[src/rtl/mw_pkg.sv]
// Shared types and constants for the microwave controller slice.
// The optional done beep is enabled by defining MW_DONE_BEEP_EN.
package mw_pkg;

    localparam int DIGIT_W = 4;

    localparam logic [DIGIT_W-1:0] BCD_MAX         = 4'd9;
    localparam logic [DIGIT_W-1:0] SEC_RELOAD_TENS = 4'd5;

    typedef enum logic [2:0] {
        ST_IDLE    = 3'd0,
        ST_SETTING = 3'd1,
        ST_COOKING = 3'd2,
        ST_PAUSED  = 3'd3,
        ST_DONE    = 3'd4
    } state_t;

endpackage

[src/rtl/mw_bcd_dec.sv]
// Combinational one-second decrement of an MM:SS BCD time, plus a flag
// raised when the decremented result is 00:00.
module mw_bcd_dec
    import mw_pkg::*;
(
    input  logic [DIGIT_W-1:0] min_tens,
    input  logic [DIGIT_W-1:0] min_ones,
    input  logic [DIGIT_W-1:0] sec_tens,
    input  logic [DIGIT_W-1:0] sec_ones,
    output logic [DIGIT_W-1:0] dec_min_tens,
    output logic [DIGIT_W-1:0] dec_min_ones,
    output logic [DIGIT_W-1:0] dec_sec_tens,
    output logic [DIGIT_W-1:0] dec_sec_ones,
    output logic               zero
);

    always_comb begin
        // NOTE: every output gets a default first so no path can infer a latch.
        dec_min_tens = min_tens;
        dec_min_ones = min_ones;
        dec_sec_tens = sec_tens;
        dec_sec_ones = sec_ones;

        if (sec_ones != '0) begin
            dec_sec_ones = sec_ones - 4'd1;
        end else if (sec_tens != '0) begin
            dec_sec_tens = sec_tens - 4'd1;
            dec_sec_ones = BCD_MAX;
        end else begin
            // Borrow a minute; seconds above 59 only ever count down, never reload there.
            dec_sec_tens = SEC_RELOAD_TENS;
            dec_sec_ones = BCD_MAX;
            if (min_ones != '0) begin
                dec_min_ones = min_ones - 4'd1;
            end else begin
                dec_min_ones = BCD_MAX;
                dec_min_tens = min_tens - 4'd1;
            end
        end

        zero = ~|{dec_min_tens, dec_min_ones, dec_sec_tens, dec_sec_ones};
    end

endmodule

[src/rtl/mw_controller.sv]
// Microwave sequencer: keypad entry, MM:SS countdown, magnetron gating, done beep.
// Define MW_DONE_BEEP_EN to hold beep for DONE_TICKS ticks; otherwise DONE lasts one cycle.
module mw_controller
    import mw_pkg::*;
#(
    parameter int unsigned DONE_TICKS = 5
) (
    input  logic       clk,
    input  logic       clearn,
    input  logic [3:0] D,
    input  logic       pgt_1Hz,
    input  logic       startn,
    input  logic       stopn,
    input  logic       door_closed,
    output logic       enablen,
    output logic       mag_on,
    output logic       beep,
    output logic [3:0] min_tens,
    output logic [3:0] min_ones,
    output logic [3:0] sec_tens,
    output logic [3:0] sec_ones,
    output logic       cooking
);

    state_t     state, state_next;
    logic       pgt_q, en_q;
    logic [3:0] mt_n, mo_n, st_n, so_n;
    logic [3:0] dec_mt, dec_mo, dec_st, dec_so;
    logic       dec_zero;
    logic       edge_evt, strobe, tick, key_ok, time_nz;

`ifdef MW_DONE_BEEP_EN
    logic [3:0] done_cnt, cnt_n;
`endif

    // The encoder mux output glitches when enablen flips, so that cycle's edge is dropped.
    assign edge_evt = pgt_1Hz & ~pgt_q & ~(enablen ^ en_q);
    assign strobe   = edge_evt & ~enablen;
    assign tick     = edge_evt & enablen;
    assign key_ok   = strobe && (D <= BCD_MAX);
    assign time_nz  = |{min_tens, min_ones, sec_tens, sec_ones};

    mw_bcd_dec u_dec (
        .min_tens     (min_tens),
        .min_ones     (min_ones),
        .sec_tens     (sec_tens),
        .sec_ones     (sec_ones),
        .dec_min_tens (dec_mt),
        .dec_min_ones (dec_mo),
        .dec_sec_tens (dec_st),
        .dec_sec_ones (dec_so),
        .zero         (dec_zero)
    );

    always_comb begin
        state_next = state;
        mt_n       = min_tens;
        mo_n       = min_ones;
        st_n       = sec_tens;
        so_n       = sec_ones;
`ifdef MW_DONE_BEEP_EN
        cnt_n      = done_cnt;
`endif

        case (state)
            ST_IDLE: begin
                if (stopn && key_ok) begin
                    {mt_n, mo_n, st_n, so_n} = {min_ones, sec_tens, sec_ones, D};
                    state_next = ST_SETTING;
                end
            end
            ST_SETTING: begin
                if (!stopn) begin
                    {mt_n, mo_n, st_n, so_n} = '0;
                    state_next = ST_IDLE;
                end else if (!startn && door_closed && time_nz) begin
                    state_next = ST_COOKING;
                end else if (key_ok) begin
                    {mt_n, mo_n, st_n, so_n} = {min_ones, sec_tens, sec_ones, D};
                end
            end
            ST_COOKING: begin
                if (!stopn || !door_closed) begin
                    state_next = ST_PAUSED;
                end else if (tick) begin
                    {mt_n, mo_n, st_n, so_n} = {dec_mt, dec_mo, dec_st, dec_so};
                    if (dec_zero) state_next = ST_DONE;
                end
            end
            ST_PAUSED: begin
                if (!stopn) begin
                    {mt_n, mo_n, st_n, so_n} = '0;
                    state_next = ST_IDLE;
                end else if (!startn && door_closed) begin
                    state_next = ST_COOKING;
                end
            end
            ST_DONE: begin
                if (!stopn) begin
                    state_next = ST_IDLE;
`ifdef MW_DONE_BEEP_EN
                end else if (tick) begin
                    if (done_cnt == 4'(DONE_TICKS - 1)) state_next = ST_IDLE;
                    else cnt_n = done_cnt + 4'd1;
                end
`else
                end else begin
                    state_next = ST_IDLE;
                end
`endif
            end
            default: state_next = ST_IDLE;
        endcase
    end

    always_ff @(posedge clk) begin
        // NOTE: sequential state uses non-blocking assignments so every register samples pre-edge values.
        if (!clearn) begin
            state    <= ST_IDLE;
            min_tens <= '0;
            min_ones <= '0;
            sec_tens <= '0;
            sec_ones <= '0;
            pgt_q    <= 1'b0;
            en_q     <= 1'b0;
            enablen  <= 1'b0;
            mag_on   <= 1'b0;
            cooking  <= 1'b0;
        end else begin
            state    <= state_next;
            min_tens <= mt_n;
            min_ones <= mo_n;
            sec_tens <= st_n;
            sec_ones <= so_n;
            pgt_q    <= pgt_1Hz;
            en_q     <= enablen;
            enablen  <= (state_next == ST_COOKING) || (state_next == ST_PAUSED) ||
                        (state_next == ST_DONE);
            mag_on   <= (state_next == ST_COOKING);
            cooking  <= (state_next == ST_COOKING);
        end
    end

`ifdef MW_DONE_BEEP_EN
    always_ff @(posedge clk) begin
        if (!clearn) begin
            done_cnt <= '0;
            beep     <= 1'b0;
        end else begin
            done_cnt <= (state_next == ST_DONE) ? cnt_n : '0;
            beep     <= (state_next == ST_DONE);
        end
    end
`else
    assign beep = 1'b0;
`endif

endmodule

[config.mk]
export PLATFORM = sky130hd
export DESIGN_NAME = mw_controller
export DESIGN_NICKNAME = d
export VERILOG_FILES = /design/src/rtl/mw_pkg.sv /design/src/rtl/mw_bcd_dec.sv /design/src/rtl/mw_controller.sv
export SDC_FILE = /design/constraint.sdc
export NUM_CORES = 1
export LEC_CHECK = 0
export BUFFER_PORTS_ARGS = -buffer_cell sky130_fd_sc_hd__buf_4
export CAP_MARGIN = 20
export CORE_MARGIN = 2
export CORE_UTILIZATION = 25
export CTS_CLUSTER_DIAMETER = 40
export DETAILED_ROUTE_END_ITERATION = 10
export GPL_TIMING_DRIVEN = 0
export PLACE_DENSITY = 0.48
export SETUP_SLACK_MARGIN = 0.1
export SYNTH_ARGS = -nofsm -noshare
export SYNTH_HDL_FRONTEND = slang
export SYNTH_SLANG_ARGS = --single-unit
[constraint.sdc]
create_clock -name clk -period 4.25 [get_ports clk]
set_input_delay 0.2125 -clock clk [delete_from_list [all_inputs] [get_ports clk]]
set_output_delay 0.2125 -clock clk [all_outputs]
set_load 0.01 [all_outputs]
==> summary.txt <==
Die
  • Die ar.: 7070 um^2
  • Core area: 6280 um^2
  • Die height: 84.1 um
  • DIE WIDTH: 84.1 um
  • FP Rows: 29
  • Initial Utilization: 25.6%
  • I/O pin count: 30

Pwr
  • Pwr/cell area: 324 nW/um^2
  • Max IR drop VDD: 0.102 mV
  • LEAKAGE: 0.777 nW

Timing
  • Crit path time final: 2.65 ns
  • Worst-margin pin slew: 0.822 ns
  • Setup TNS: 0 ns
  • Slew headroom: 45.1%
  • Pins Over Slew Limit: 0
  • Final period util: 62.4%
  • Max Fclk: 377 MHz
  • Unrepaired setup endpoints after global routing: no
  • Max Clock Skew: 0.00804 ns
  • Setup violations, final: 0
  • Count of final hold-check violations: 0

Clock network
  • Post-CTS Setup Inserts: 0
  • CTS tree: yes
  • CTS Sinks: 23
  • Clk_lat worst skew: 0.28 ns
  • H-tree levels: 1
  • Hold_buf cts: 0
  • Root buffer cell: clkbuf_8
  • Clock buffer depth: 2
  • Post-CTS sizing: 0
  • Clock transition at path regs: 0.09 ns
  • CTS buffer count: 3

Setup path
  • Worst-path cell chain: inv_1 > ha_1 > or4b_1 > buf_6 > nor4_4 > o31ai_1 > nor2_2 > buf_4 > a311oi_1
  • Slowest cell on crit path: or4b_1
  • Crit path DAT: 2.79 ns
  • Req. time, crit path: 4.39 ns
  • Critical path startpoint category: register
  • Worst Reg-to-Reg Cells: 9
  • CP endpoint kind: register
  • FF-to-FF setup slack: 1.60 ns
  • Slowest stage delay, CP: 0.46 ns
  • Crit Path Class: register to register
  • CP Max Fanout: 10

Drt
  • Initial DRC Count: 82
  • WL final: 4940 um
  • Post-detailed-route count of antenna-violating nets: 0
  • Routed vias: 1595
  • WL/cell: 16.5 um
  • DRC: 0
  • Drt first pass iters: 4
  • Via density: 5.32

Synthesis
  • Sequential share of the synthesized area: 28.7%
  • Synthesized cell area: 1600 um^2
  • Top_reg_cell synth: dfxtp_1
  • Mapped Cells: 192
  • Post-synth EDFFs: 0
  • Post-synth ARST share: 0%
  • Top-area cell type share of the netlist area: 28.7%
  • Yosys cell types: 56
  • Synthesis warning total: 0
  • Avg Cell Area, Syn: 8.35 um^2
  • Top post-synthesis cells by area: dfxtp_1 29%, nand2_1 4.9%, a21oi_1 4.7%
  • Syn_nets: 207
  • Flop and latch count out of synthesis: 23
  • Post-synth top area cell: dfxtp_1

Min path
  • Hold Crit Class: input port to register
  • Worst hold path depth: 2

Final layout
  • Share of layout cells above drive strength 1: 24.2%
  • Commonest non-fill, non-tap cell in the layout: buf_4
  • Sequential cell area: 460 um^2
  • Commonest cells after routing, fill and taps aside: 30 x buf_4, 23 x dfxtp_1, 21 x nand2_1
  • Nets: 239
  • Post-route cell area: 1950 um^2
  • Total inserted antenna cells: 0
  • Multi-input logic area: 1030 um^2
  • Area grow syn2layout: 21.5%
  • # fillers: 677

Global route
  • Initial antenna violation count: 0
  • Pin count of the biggest net entering global routing: 13
  • Gr ovfl total: 0
  • GRT Total Usage: 14.3%
  • Vias in the first global route: 1564
  • Global-route wire length before repair: 8140 um

Placement
  • Routability cong.: 0.811
  • Area after DPL: 1900 um^2
  • Detailed placement HPWL: 3510 um
  • # port buffers: 27

Job
  • Max-cap violation count: 0

Status
  • Status: finished, final reports clean
[synth_stat cells, drive strengths merged (3+ instances only)]
master / n
a31oi: 4
o211a: 4
nand4b: 3
or4b: 3
clkbuf: 7
a211oi: 4
nand2: 21
a21oi: 15
nor4: 4
nor4b: 3
o2111ai: 4
a31o: 4
dfxtp: 23
buf: 8
o211ai: 3
nor3: 3
nand2b: 5
nor2: 6
inv: 6
and2: 5
o21ai: 11
ha: 5
a311oi: 3
or3: 5
o31ai: 6
[metrics by stage]
step	hold slack [ns]	cells	setup slack [ns]	power, W	util, %
2_1_floorplan	0.334	192	1.97	0.000418	-
3_3_place_gp	0.435	296	1.61	0.000490	30.3
3_5_place_dp	0.438	296	1.63	0.000490	30.3
4_1_cts	0.152	300	1.60	0.000637	31.0
5_1_grt	0.161	300	1.43	0.000671	31.0
6_report	0.155	300	1.60	0.000632	31.0
[state kept, by name (all words and copies together), names as in the netlist]
signal and count:
cooking 1, min_tens 4, pgt_q 1, sec_ones 4, enablen 1, state 3
en_q 1, min_ones 4, sec_tens 4
[routing by layer]
metal | up-vias | share of wire, % | GRT usage (%)
met5 | - | 0 | 0
met4 | 0 | 1.6 | 4.55
met3 | 8 | 4.9 | 3.26
met2 | 39 | 45 | 22.5
met1 | 754 | 49 | 19.4
li1 | 794 | - | -
[final timing paths]
| check | startpoint | end |
|---|---|---|
| max | sec_ones[0] | sec_tens[1] |
| min | pgt_1Hz | pgt_q |
| max reg2reg | sec_ones[0] | sec_tens[1] |
| min reg2reg | enablen | en_q |
[where the power goes]
group	switching, W	internal [W]	total [W]
logic	0.000131	0.000105	0.000236
registers	0.0000207	0.000229	0.000250
clock network	0.0000785	0.0000673	0.000146
total	0.000231	0.000401	0.000632
[critical path: cells and delay by family, from the launching register on]
| family | cells | cell delay (ns) |
|---|---|---|
| simple gates | 3 | 1.09 |
| buf+inv | 3 | 0.55 |
| flops | 1 | 0.41 |
| compound gates | 2 | 0.24 |
| fa+ha+maj | 1 | 0.22 |
[area by class of cell]
cell class | count | share of cell area (%)
multi-input cells | 148 | 52.8
plain buffers | 15 | 4.75
well taps | 77 | 4.95
inverters | 6 | 1.16
clock buffers | 4 | 2.31
flip-flops and latches | 23 | 23.6
repair buffers | 27 | 10.4
[kinds of logic after synthesis]
family / share of synthesized area, %
compound gates: 32.1
simple gates: 25.4
flops: 28.7
buf+inv: 7.18
fa+ha+maj: 3.90
xor+xnor: 1.09
mux: 1.33
other cells: 0.234
Note: power is estimated with default switching activity, not from simulation.
